[config.mk]
export PLATFORM = sky130hd
export DESIGN_NAME = dcache_axi_master
export DESIGN_NICKNAME = d
export VERILOG_FILES = /design/src/rtl/dbus_pkg.sv /design/src/rtl/dbus_aw_w_join.sv /design/src/rtl/dcache_axi_master.sv
export SDC_FILE = /design/constraint.sdc
export NUM_CORES = 1
export LEC_CHECK = 0
export ABC_CLOCK_PERIOD_IN_PS = 1470
export CELL_PAD_IN_SITES_DETAIL_PLACEMENT = 1
export CELL_PAD_IN_SITES_GLOBAL_PLACEMENT = 1
export CORE_MARGIN = 1.5
export CORE_UTILIZATION = 20
export DETAILED_ROUTE_END_ITERATION = 7
export PLACE_DENSITY_LB_ADDON = 0.1
export SYNTH_ARGS = -nofsm -noshare
export SYNTH_HDL_FRONTEND = slang
export SYNTH_SLANG_ARGS = --single-unit
[constraint.sdc]
create_clock -name clk -period 1.47 [get_ports clk]
set_input_delay 0.147 -clock clk [delete_from_list [all_inputs] [get_ports clk]]
set_output_delay 0.147 -clock clk [all_outputs]
set_load 0.02 [all_outputs]
[src/rtl/dbus_pkg.sv]
// Shared types and constants for the data-side AXI bus master.
// Holds the master FSM state encoding, the latched request payload and the
// AXI encodings used on the read and write channels.
package dbus_pkg;

  localparam int unsigned ADDR_W           = 32;
  localparam int unsigned DATA_W           = 32;
  localparam int unsigned STRB_W           = DATA_W / 8;
  localparam int unsigned AXI_LEN_W        = 8;
  localparam int unsigned WORD_OFFSET_BITS = 2;
  localparam int unsigned LINE_BEATS       = 4;
  localparam int unsigned LINE_OFFSET_BITS = 4;

  localparam logic [1:0] AXI_BURST_INCR = 2'b01;
  localparam logic [2:0] AXI_SIZE_WORD  = 3'b010;
  localparam logic [1:0] AXI_RESP_OKAY  = 2'b00;

  typedef enum logic [2:0] {
    ST_IDLE,
    ST_AR,
    ST_R,
    ST_AWW,
    ST_B,
    ST_DONE
  } dbus_state_e;

  // Request captured on acceptance; stays stable for the whole transaction.
  typedef struct packed {
    logic [ADDR_W-1:WORD_OFFSET_BITS] addr;
    logic [DATA_W-1:0]                data;
    logic [STRB_W-1:0]                be_n;
  } dbus_req_t;

endpackage

[src/rtl/dbus_aw_w_join.sv]
// Joins the AW and W channels of a single-beat write.
// A start pulse raises both VALIDs; each VALID drops after its own handshake,
// and both_done_o pulses in the cycle the second (or both) handshakes occur.
// Ports:
//   clk, rst      clock, synchronous active-high reset
//   start_i       begin a new write (one-cycle pulse)
//   awready_i     AWREADY from the interconnect
//   wready_i      WREADY from the interconnect
//   awvalid_o     AWVALID to the interconnect
//   wvalid_o      WVALID to the interconnect
//   both_done_o   both handshakes complete this cycle (combinational)
module dbus_aw_w_join (
  input  logic clk,
  input  logic rst,
  input  logic start_i,
  input  logic awready_i,
  input  logic wready_i,
  output logic awvalid_o,
  output logic wvalid_o,
  output logic both_done_o
);

  logic active_q, active_d;
  logic aw_done_q, aw_done_d;
  logic w_done_q, w_done_d;
  logic aw_hs, w_hs;

  // Handshake tracking and completion detection.
  always_comb begin
    awvalid_o   = active_q & ~aw_done_q;
    wvalid_o    = active_q & ~w_done_q;
    aw_hs       = awvalid_o & awready_i;
    w_hs        = wvalid_o & wready_i;
    both_done_o = active_q & (aw_done_q | aw_hs) & (w_done_q | w_hs);
    active_d    = active_q;
    aw_done_d   = aw_done_q | aw_hs;
    w_done_d    = w_done_q | w_hs;
    if (both_done_o) begin
      active_d  = 1'b0;
      aw_done_d = 1'b0;
      w_done_d  = 1'b0;
    end
    if (start_i) begin
      active_d  = 1'b1;
      aw_done_d = 1'b0;
      w_done_d  = 1'b0;
    end
  end

  always_ff @(posedge clk) begin
    if (rst) begin
      active_q  <= 1'b0;
      aw_done_q <= 1'b0;
      w_done_q  <= 1'b0;
    end else begin
      active_q  <= active_d;
      aw_done_q <= aw_done_d;
      w_done_q  <= w_done_d;
    end
  end

endmodule

[src/rtl/dcache_axi_master.sv]
// Data-cache AXI4 master (port M1).
// Line refills become 4-beat INCR read bursts streamed back one word per
// cycle; write-through stores become single-beat writes.
// Optional feature macro: DBUS_POSTED_WRITE_EN -- stores complete once AW and
// W are accepted, BREADY is held high, and a single outstanding B response is
// tracked so the next request waits for it.
// Ports:
//   clk, rst                 clock, synchronous active-high reset
//   D_req/D_write/D_addr     cache request handshake, direction, byte address
//   D_in/D_type              store data, active-low byte enables
//   D_out/rvalid_o           read beat data and its valid strobe (pass-through)
//   D_wait                   transaction in progress
//   err_o                    sticky bus error (cleared only by rst)
//   AR*/R*/AW*/W*/B*         AXI4 master channels
module dcache_axi_master
  import dbus_pkg::*;
#(
  parameter int unsigned     ID_W = 4,
  parameter logic [ID_W-1:0] M_ID = ID_W'(1)
) (
  input  logic                 clk,
  input  logic                 rst,
  input  logic                 D_req,
  input  logic                 D_write,
  input  logic [ADDR_W-1:0]    D_addr,
  input  logic [DATA_W-1:0]    D_in,
  input  logic [STRB_W-1:0]    D_type,
  output logic [DATA_W-1:0]    D_out,
  output logic                 rvalid_o,
  output logic                 D_wait,
  output logic                 err_o,
  output logic [ID_W-1:0]      ARID,
  output logic [ADDR_W-1:0]    ARADDR,
  output logic [AXI_LEN_W-1:0] ARLEN,
  output logic [2:0]           ARSIZE,
  output logic [1:0]           ARBURST,
  output logic                 ARVALID,
  input  logic                 ARREADY,
  input  logic [ID_W-1:0]      RID,
  input  logic [DATA_W-1:0]    RDATA,
  input  logic [1:0]           RRESP,
  input  logic                 RLAST,
  input  logic                 RVALID,
  output logic                 RREADY,
  output logic [ID_W-1:0]      AWID,
  output logic [ADDR_W-1:0]    AWADDR,
  output logic [AXI_LEN_W-1:0] AWLEN,
  output logic [2:0]           AWSIZE,
  output logic [1:0]           AWBURST,
  output logic                 AWVALID,
  input  logic                 AWREADY,
  output logic [DATA_W-1:0]    WDATA,
  output logic [STRB_W-1:0]    WSTRB,
  output logic                 WLAST,
  output logic                 WVALID,
  input  logic                 WREADY,
  input  logic [ID_W-1:0]      BID,
  input  logic [1:0]           BRESP,
  input  logic                 BVALID,
  output logic                 BREADY
);

  dbus_state_e state_q, state_d;
  dbus_req_t   req_q, req_d;
  logic        err_q, err_d;
  logic        join_start;
  logic        join_done;
  logic        req_block;
  logic        r_bad;
  logic        b_bad;

  // Byte offset within the word is not needed: reads fetch a line, writes use strobes.
  logic unused_addr_lsb;
  assign unused_addr_lsb = ^D_addr[WORD_OFFSET_BITS-1:0];

  // Any non-OKAY response or foreign ID is reported through the sticky flag.
  assign r_bad = (RRESP != AXI_RESP_OKAY) || (RID != M_ID);
  assign b_bad = (BRESP != AXI_RESP_OKAY) || (BID != M_ID);

`ifdef DBUS_POSTED_WRITE_EN
  logic b_pending_q, b_pending_d;
  // A new request must not start while a posted write is still unacknowledged.
  assign req_block = b_pending_q & ~BVALID;
`else
  assign req_block = 1'b0;
`endif

  // Fixed AXI attributes and payload driven from the latched request.
  assign ARID    = M_ID;
  assign ARADDR  = {req_q.addr[ADDR_W-1:LINE_OFFSET_BITS], LINE_OFFSET_BITS'(0)};
  assign ARLEN   = AXI_LEN_W'(LINE_BEATS - 1);
  assign ARSIZE  = AXI_SIZE_WORD;
  assign ARBURST = AXI_BURST_INCR;
  assign AWID    = M_ID;
  assign AWADDR  = {req_q.addr, WORD_OFFSET_BITS'(0)};
  assign AWLEN   = AXI_LEN_W'(0);
  assign AWSIZE  = AXI_SIZE_WORD;
  assign AWBURST = AXI_BURST_INCR;
  assign WDATA   = req_q.data;
  assign WSTRB   = ~req_q.be_n;
  assign WLAST   = 1'b1;
  assign err_o   = err_q;

  dbus_aw_w_join u_aw_w_join (
    .clk         (clk),
    .rst         (rst),
    .start_i     (join_start),
    .awready_i   (AWREADY),
    .wready_i    (WREADY),
    .awvalid_o   (AWVALID),
    .wvalid_o    (WVALID),
    .both_done_o (join_done)
  );

  // Next-state and output decode.
  always_comb begin
    state_d    = state_q;
    req_d      = req_q;
    err_d      = err_q;
    join_start = 1'b0;
    ARVALID    = 1'b0;
    RREADY     = 1'b0;
    rvalid_o   = 1'b0;
    D_out      = '0;
    D_wait     = 1'b0;
`ifdef DBUS_POSTED_WRITE_EN
    BREADY      = 1'b1;
    b_pending_d = b_pending_q & ~BVALID;
    if (BVALID && b_bad) begin
      err_d = 1'b1;
    end
`else
    BREADY = 1'b0;
`endif

    case (state_q)
      ST_IDLE: begin
        D_wait = D_req;
        if (D_req && !req_block) begin
          req_d.addr = D_addr[ADDR_W-1:WORD_OFFSET_BITS];
          req_d.data = D_in;
          req_d.be_n = D_type;
          if (D_write) begin
            state_d    = ST_AWW;
            join_start = 1'b1;
          end else begin
            state_d = ST_AR;
          end
        end
      end

      ST_AR: begin
        D_wait  = 1'b1;
        ARVALID = 1'b1;
        if (ARREADY) begin
          state_d = ST_R;
        end
      end

      // Beats pass straight through; RLAST alone ends the burst.
      ST_R: begin
        D_wait   = 1'b1;
        RREADY   = 1'b1;
        rvalid_o = RVALID;
        if (RVALID) begin
          D_out = RDATA;
          if (r_bad) begin
            err_d = 1'b1;
          end
          if (RLAST) begin
            state_d = ST_DONE;
          end
        end
      end

      ST_AWW: begin
        D_wait = 1'b1;
        if (join_done) begin
`ifdef DBUS_POSTED_WRITE_EN
          state_d     = ST_DONE;
          b_pending_d = 1'b1;
`else
          state_d = ST_B;
`endif
        end
      end

`ifndef DBUS_POSTED_WRITE_EN
      ST_B: begin
        D_wait = 1'b1;
        BREADY = 1'b1;
        if (BVALID) begin
          if (b_bad) begin
            err_d = 1'b1;
          end
          state_d = ST_DONE;
        end
      end
`endif

      // One idle cycle lets the requester drop D_req before the next accept.
      ST_DONE: begin
        state_d = ST_IDLE;
      end

      default: begin
        state_d = ST_IDLE;
      end
    endcase
  end

  always_ff @(posedge clk) begin
    if (rst) begin
      state_q <= ST_IDLE;
      req_q   <= '0;
      err_q   <= 1'b0;
    end else begin
      state_q <= state_d;
      req_q   <= req_d;
      err_q   <= err_d;
    end
  end

`ifdef DBUS_POSTED_WRITE_EN
  always_ff @(posedge clk) begin
    if (rst) begin
      b_pending_q <= 1'b0;
    end else begin
      b_pending_q <= b_pending_d;
    end
  end
`endif

endmodule

==> results.toml, run 1 <==
[finish]
syn_to_final_growth_pct = 80.60
fin_nets = 818
final_core_util_pct = 36.93
fillCellCount = 2244
drive_above_1_share_pct = 25.14

[worst_setup_path]
rr_worst_depth = 6
critPathKind = "reg2reg"
cp_data_required_time_ns = 1.67
rr_endpoint = "WDATA[5]$_SDFFE_PP0P_"
end_kind = "flip-flop"
r2r-start = "state_q[1]$_SDFFE_PP0P_"
start_kind = "flip-flop"
crit_arrival_ns = 1.87
cp_max_fo = 6
ff2ff_setup_slack_ns = -0.20

[synth]
synth_area_leaders = "dfxtp_1, buf_4, nand2_1, a21oi_1, and3_1"
synthCells = 519
synthArstFlopShare_pct = 0
ys_types = 30
ys.flop_type = "dfxtp_1"
synth_edf_count = 0
ys_warn_count = 0
ys_ff_latch = 73
synth-seq-area-share_pct = 36.72
avgSynthCellArea_um2 = 7.669
synth_common_cells = "nand2_1, buf_4, a21oi_1, dfxtp_1, and3_1"
syn_area_um2 = 3980
yosysTopAreaCell = "dfxtp_1"
yosysMostFrequentCell = "nand2_1"
synth.top_cell.area_share_pct = 36.72

[clocking]
clk_pin_slew_ns = 0.05
clock_path_buffers = 2
cts-root-buf = "clkbuf_16"
clock_sinks = 73
clock_latency_ns = 0.34
htreeDepth = 3
cts_hold_buf = 0
cts_buffers = 9
tritoncts = "yes"

[power_and_ir_drop]
switching_power_uw = 4038
leakagePower_uw = 0.003666
pwr-share-clk_pct = 20.7
swShare_pct = 38.84
seq_power_share_pct = 26.7
p_comb_share_pct = 52.6
power.density_nw_per_um2 = 1446
ir_worst_vdd_mv = 0.4223
p_int_uw = 6359

[timing]
post-route-period-util_pct = 113.6
finClkSkew_ns = 0.006851
min_period_ns = 1.670
maxSlewViolCount = 0
setup_viol = 101
setup_slack_ns = -0.2002
rsz0062_at_grt = "yes"
finalHoldViolCount = 0
fmax_mhz = 598.7

[placement]
port_buffers = 253
dpl.hpwl_um = 10810
place_ws_ns = -0.4400
gp_congestion = 0.7526

[global_routing]
overflow = 0
grt_max_degree = 38
grtUsageTotal_pct = 13.59
grt_pass1_vias = 3884
antenna_found_initial = 0
grt_first_pass_wirelength_um = 21110

[detailed_routing]
vias = 3846
first_iter_violations = 76
wl_um = 15190
post_drt_via_cell_ratio = 3.981
first_pass_iters = 3
met1_length_um = 5802
top_layer = "met4"
wl_met3_um = 1141
wl_met2_um = 8031
drc = 0
wire_per_inst_um = 15.72
final_antenna_net_count = 0

[outcome]
status = "finished, violations left"
violations = "negative setup slack"

[worst_hold_path]
whs_endpoint = "err_o$_SDFFE_PP0P_"
worstHoldStart = "rst"
hold_class = "in2reg"
hold_path_depth = 2

[floorplan]
die_w_um = 144.1
die_h_um = 144.1
row_count = 51
core_um2 = 19460
die_area_um2 = 20760
io_pins = 297
start_util_pct = 20.45

[run]
cap_violations = 0
## through the flow
stage,total power [uW],hold slack (ns),TNS [ns],instances,area [um2]
global route,11020,0.1157,-18.64,965,7186
finish,10400,0.08941,-13.52,966,7188
CTS,10230,0.07628,-15.98,963,6803
global placement,7224,0.4410,-36.14,940,6115
floorplan,5689,0.2830,0,558,4128
detailed placement,7288,0.4373,-39.09,940,6115
## timing repair
item                                    CTS  global route
resized for setup                       348            93
pin swaps                                65            13
endpoints found under the setup margin  156           144
buffers inserted                          3             0
gates cloned                              5             3
## kinds of logic (layout without fill, tap and decap cells)
group	after synthesis	count (layout)	synth area share, %
AOI/OAI and AO/OA	79	79	10.34
buffers and inverters	168	310	29.46
DFF	73	73	36.72
muxes	4	4	1.006
other	2	42	0.1887
and+or+nand+nor	193	193	22.29
## power groups by stage
stage | sequential, uW | clock (uW) | combinational, uW
CTS | 2760 | 2240 | 5230
global route | 2840 | 2340 | 5850
global placement | 2720 | 0 | 4510
detailed placement | 2740 | 0 | 4550
finish | 2780 | 2150 | 5470
floorplan | 2670 | 0 | 3020
## cell usage in the layout, fill, tap and decap left out, types with 2 or more instances in the layout
cell type	count
a21oi_1	48
a21oi_2	25
and3_1	15
and3_4	17
buf_12	11
buf_16	4
buf_2	2
buf_4	18
buf_6	36
clkbuf_1	3
clkbuf_16	12
clkdlybuf4s15_1	2
clkdlybuf4s50_1	127
conb_1	41
dfxtp_1	70
dfxtp_2	2
dlygate4sd2_1	49
dlymetal6s2s_1	37
inv_1	5
mux2i_1	4
nand2_1	97
nand2_2	7
nand2_4	29
nand2b_1	2
nand3_1	2
nor2_1	7
nor2b_1	3
nor3b_2	3
## state kept, by name, summed over array words and instances, names as in the netlist
name / cells
ARADDR: 28
AWADDR: 2
state_q: 3
err_o: 1
WDATA: 32
u_aw_w_join.aw_done_q: 1
req_q: 4
u_aw_w_join.active_q: 1
u_aw_w_join.w_done_q: 1
## worst max-delay path, cell delays in order, from the launching register on
cell and delay [ns]:
dfxtp_2 0.33, buf_6 0.12, or4b_4 0.66, buf_12 0.19, buf_16 0.15, nand2_4 0.06, a21oi_2 0.04
## layer usage
metal	GRT usage (%)	up-vias
met4	5.371	0
met3	3.841	13
met1	14.23	1792
met5	0	-
met2	25.41	182
li1	-	1859
## worst max-delay path by stage
stage,endpoint,cells after the start,slack (ns),startpoint
2_1_floorplan,ARADDR[10]$_SDFFE_PP0P_,5,0.03,state_q[2]$_SDFFE_PP0P_
3_3_place_gp,ARADDR[7]$_SDFFE_PP0P_,5,-0.41,D_req
3_5_place_dp,WDATA[1]$_SDFFE_PP0P_,5,-0.44,D_req
4_1_cts,WDATA[15]$_SDFFE_PP0P_,6,-0.22,state_q[2]$_SDFFE_PP0P_
5_1_grt,WDATA[3]$_SDFFE_PP0P_,6,-0.24,state_q[1]$_SDFFE_PP0P_
6_report,WDATA[5]$_SDFFE_PP0P_,6,-0.20,state_q[1]$_SDFFE_PP0P_
## layout make-up
class	count	area [um2]	share of cell area, %
flip-flops and latches	73	1468	20.42
clock inverters	3	42.54	0.5918
clock buffers	12	236.5	3.290
multi-input cells	317	1946	27.07
inverters	6	22.52	0.3133
repair buffers	289	3139	43.67
diodes	1	2.502	0.03481
well taps	265	331.6	4.613
Note: power is estimated with default switching activity, not from simulation.
==> run 2, diff against run 1 <==
Settings changed: CELL_PAD_IN_SITES_DETAIL_PLACEMENT 1 to 2, CELL_PAD_IN_SITES_GLOBAL_PLACEMENT 1 to 2, CORE_UTILIZATION 20 to 15, CTS_BUF_LIST set to sky130_fd_sc_hd__clkbuf_4 sky130_fd_sc_hd__clkbuf_8, TNS_END_PERCENT set to 10.
==> results.toml, run 2 (synthesized netlist as in run 1, its figures left out) <==
[finish]
fin_nets = 823
largest_register_ffs = 32
fillCellCount = 3027
syn_to_final_growth_pct = 69.79
final_common_cell = "nand2_1"
multi_input_area_um2 = 1660
diodes = 0
drive_above_1_share_pct = 19.29
seq_area_um2 = 1465
layout_common_cells = "nand2_1, clkdlybuf4s50_1, dlygate4sd2_1"

[clocking]
cts-root-buf = "clkbuf_8"
clock_sinks = 73
tritoncts = "yes"
cts_hold_buf = 0
clock_path_buffers = 2
clk_pin_slew_ns = 0.08
clock_latency_ns = 0.37
htreeDepth = 3
cts_buffers = 9

[timing]
min_period_ns = 1.685
post-route-period-util_pct = 114.6
fmax_mhz = 593.5
setup_viol = 109
setup_slack_ns = -0.2148
finalHoldViolCount = 0
slew_headroom_pct = 55.73
tightest_slew_ns = 0.6548
rsz0062_at_grt = "yes"
finalSetupTns_ns = -17.96
maxSlewViolCount = 0
finClkSkew_ns = 0.009500

[worst_setup_path]
cp_num_buf_inv = 3
crit_slowest_cell = "dfxtp_2"
path_delay_family = "simple AND/OR/NAND/NOR gates"
r2r-start = "state_q[0]$_SDFFE_PP0P_"
ff2ff_setup_slack_ns = -0.19
path_cells = "nor3b_4 -> buf_4 -> buf_12 -> and3_4 -> buf_6"
crit_arrival_ns = 1.54
start_kind = "flip-flop"
critPathKind = "reg2out"
cp_max_fo = 18
end_kind = "primary output"
rr_worst_depth = 5
rr_endpoint = "WDATA[0]$_SDFFE_PP0P_"
cp_data_required_time_ns = 1.32
cp_slowest_stage_delay_ns = 0.35

[global_routing]
grt_pass1_vias = 4229
grtUsageTotal_pct = 11.27
grt_first_pass_wirelength_um = 24150
antenna_found_initial = 0
grt_max_degree = 45
overflow = 0

[worst_hold_path]
hold_path_depth = 2
hold_class = "in2reg"
worstHoldStart = "rst"
whs_endpoint = "WDATA[29]$_SDFFE_PP0P_"

[placement]
place_ws_ns = -0.3752
dpl.hpwl_um = 11880
port_buffers = 253
gp_congestion = 0.6994

[outcome]
violations = "negative setup slack"
status = "finished, violations left"

[detailed_routing]
first_iter_violations = 91
drc = 0
final_antenna_net_count = 0
first_pass_iters = 3
post_drt_via_cell_ratio = 3.799
vias = 3951
wl_um = 16000
wire_per_inst_um = 15.38

[floorplan]
start_util_pct = 15.27
row_count = 59
core_um2 = 26060
io_pins = 297
die_w_um = 165.9
die_area_um2 = 27520
die_h_um = 165.9

[power_and_ir_drop]
power.density_nw_per_um2 = 1394
leakagePower_uw = 0.003082
ir_worst_vdd_mv = 0.4056

[run]
cap_violations = 0
## run 2: stage by stage
| stage | cell area (um2) | hold WS (ns) | total power (uW) | utilization [%] | std cells |
|---|---|---|---|---|---|
| detailed placement | 6222 | 0.4518 | 7403 | 23.88 | 1013 |
| floorplan | 4128 | 0.2830 | 5689 | - | 558 |
| global route | 6758 | 0.09867 | 10070 | 25.93 | 1040 |
| CTS | 6465 | 0.1143 | 9209 | 24.81 | 1033 |
| global placement | 6222 | 0.4424 | 7324 | 23.88 | 1013 |
| finish | 6758 | 0.09429 | 9422 | 25.93 | 1040 |
## run 2: cell type report
| class | count | area share [%] |
|---|---|---|
| multi-input combinational | 317 | 24.57 |
| tap | 335 | 6.203 |
| sequential | 73 | 21.68 |
| timing repair buffer | 294 | 43.99 |
| clock buffer | 10 | 2.037 |
| clock inverter | 5 | 1.185 |
| inverter | 6 | 0.3333 |
## run 2: what timing repair did
item	4_1_cts	5_1_grt
hold endpoints to repair	0	0
pin swaps	5	5
resized for setup	324	44
setup buffers	3	3
setup endpoints to repair	206	110
gates cloned	2	4
## run 2: power breakdown
part           switching, uW  internal [uW]  total, uW
combinational           2650           2270       4910
sequential               272           2410       2680
clock                    838            990       1830
total                   3760           5670       9420
## run 2: routing by layer
metal	GRT usage (%)	wire (um)
met1	12.25	6531
met2	20.16	7922
met3	3.885	1321
met4	4.113	224
met5	0	0
## run 2: worst max-delay path by stage
stage	from	to	slack, ns	depth (start not counted)
3_5_place_dp	D_req	WDATA[2]$_SDFFE_PP0P_	-0.38	5
6_report	state_q[0]$_SDFFE_PP0P_	D_out[5]	-0.21	5
2_1_floorplan	state_q[2]$_SDFFE_PP0P_	ARADDR[10]$_SDFFE_PP0P_	0.03	5
4_1_cts	state_q[0]$_SDFFE_PP0P_	D_out[12]	-0.25	5
5_1_grt	state_q[1]$_SDFFE_PP0P_	D_out[3]	-0.31	5
3_3_place_gp	RVALID	D_out[15]	-0.35	4
==> run 3, diff against run 2 <==
==> constraint.sdc (replaced) <==
create_clock -name clk -period 1.47 [get_ports clk]
set_input_delay 0.294 -clock clk [delete_from_list [all_inputs] [get_ports clk]]
set_output_delay 0.294 -clock clk [all_outputs]
set_load 0.02 [all_outputs]
==> results.toml, run 3 (synthesized netlist as in run 1, its figures left out) <==
[detailed_routing]
wire_per_inst_um = 15.08
vias = 3879
wl_um = 15510
drc = 0
first_iter_violations = 69
final_antenna_net_count = 0
first_pass_iters = 4
post_drt_via_cell_ratio = 3.770

[power_and_ir_drop]
leakagePower_uw = 0.002981
power.density_nw_per_um2 = 1374
ir_worst_vdd_mv = 0.5510
p_total_uw = 8808

[global_routing]
grt_max_degree = 51
antenna_found_initial = 0
grt_pass1_vias = 4169
grt_first_pass_wirelength_um = 23650
overflow = 0
grtUsageTotal_pct = 11.19

[finish]
stdcell_count = 1029
fillCellCount = 3028
fin_nets = 811
largest_register_ffs = 32
diodes = 0
fin_area_um2 = 6410
final_common_cell = "nand2_1"
drive_above_1_share_pct = 14.55
syn_to_final_growth_pct = 61.05
layout_common_cells = "nand2_1, clkdlybuf4s50_1, dlygate4sd2_1"

[placement]
placed_cell_area_um2 = 6182
dpl.hpwl_um = 11960
gp_congestion = 0.7289
port_buffers = 253
place_inst = 1008

[timing]
fmax_mhz = 550.5
rsz0062_at_grt = "yes"
setup_viol = 105
min_period_ns = 1.816
finalHoldViolCount = 0
finClkSkew_ns = 0.006797
post-route-period-util_pct = 123.6
setup_slack_ns = -0.3464
maxSlewViolCount = 0

[worst_setup_path]
end_kind = "primary output"
critPathLaunch = "state_q[2]$_SDFFE_PP0P_"
cp_slowest_stage_delay_ns = 0.37
crit_slowest_cell = "dfxtp_4"
ff2ff_setup_slack_ns = -0.19
path_delay_family = "simple AND/OR/NAND/NOR gates"
cp_num_buf_inv = 2
start_kind = "flip-flop"
crit_end = "D_out[28]"
crit_top_cell = "buf_6"
rr_worst_depth = 6
crit_arrival_ns = 1.52
path_cells = "nor3b_4 -> buf_6 -> and3_4 -> buf_6"
rr_endpoint = "req_q[0]$_SDFFE_PP0P_"
critPathKind = "reg2out"
cp_data_required_time_ns = 1.18
cp_max_fo = 17
r2r-start = "state_q[2]$_SDFFE_PP0P_"
cp.depth = 4

[floorplan]
start_util_pct = 15.27
core_um2 = 26060
die_w_um = 165.9
die_h_um = 165.9
die_area_um2 = 27520
io_pins = 297
row_count = 59

[outcome]
status = "finished, violations left"
violations = "negative setup slack"

[clocking]
htreeDepth = 3
clock_path_buffers = 2
tritoncts = "yes"
cts-root-buf = "clkbuf_8"
clock_latency_ns = 0.37
clock_sinks = 73
clk_pin_slew_ns = 0.08
cts_hold_buf = 0
cts_buffers = 9

[worst_hold_path]
hold_class = "in2reg"

[run]
cap_violations = 0
run 3: cell types whose count changed in the layout (fill, tap and decap cells not counted), sizes merged:
cell / before / now
buf: 75 / 69
clkbuf: 14 / 12
clkdlybuf4s15: 0 / 1
clkdlybuf4s50: 118 / 117
clkinv: 1 / 2
clkinvlp: 2 / 1
dlygate4sd2: 97 / 94
run 3: metrics by stage:
step | hold slack (ns) | worst slack (ns) | util (%) | TNS (ns)
6_report | 0.2604 | -0.3464 | 24.60 | -21.96
5_1_grt | 0.2531 | -0.4328 | 24.60 | -28.48
4_1_cts | 0.2370 | -0.4208 | 24.48 | -21.64
3_5_place_dp | 0.4481 | -0.5946 | 23.72 | -57.19
3_3_place_gp | 0.4414 | -0.5907 | 23.72 | -55.37
2_1_floorplan | 0.4300 | -0.02955 | - | -0.3657
run 3: power breakdown:
part / total [uW] / internal, uW / switching (uW)
clock network: 1890 / 1040 / 850
registers: 2690 / 2410 / 275
logic: 4230 / 1790 / 2430
run 3: worst min-delay path by stage:
| stage | startpoint | depth (start not counted) | endpoint |
|---|---|---|---|
| 2_1_floorplan | D_addr[2] | 2 | AWADDR[2]$_SDFFE_PP0P_ |
| 3_3_place_gp | err_o$_SDFFE_PP0P_ | 2 | err_o$_SDFFE_PP0P_ |
| 3_5_place_dp | err_o$_SDFFE_PP0P_ | 2 | err_o$_SDFFE_PP0P_ |
| 4_1_cts | rst | 2 | state_q[2]$_SDFFE_PP0P_ |
| 5_1_grt | rst | 2 | WDATA[29]$_SDFFE_PP0P_ |
| 6_report | rst | 2 | state_q[2]$_SDFFE_PP0P_ |
run 3: area by class of cell:
cell class                      count  area, um2  area share (%)
Clock buffer                       11      151.4           2.362
Clock inverter                      5      77.57           1.210
Inverter                            6      22.52          0.3514
Multi-Input combinational cell    317       1550           24.19
Sequential cell                    73       1470           22.94
Tap cell                          335      419.2           6.539
Timing Repair Buffer              282       2719           42.42
run 3: per-layer routing:
| layer | vias up | global-route usage (%) | part of all wire, % |
|---|---|---|---|
| li1 | 1834 | - | - |
| met1 | 1832 | 11.86 | 39 |
| met2 | 201 | 20.33 | 51 |
| met3 | 12 | 3.789 | 8.3 |
| met4 | 0 | 4.348 | 1.6 |
| met5 | - | 0 | 0 |
run 3: repair_timing:
action	in CTS	in global routing
pin swaps	4	6
cloned	1	0
resized for setup	321	19
setup buffers	2	4
endpoints found under the setup margin	205	110
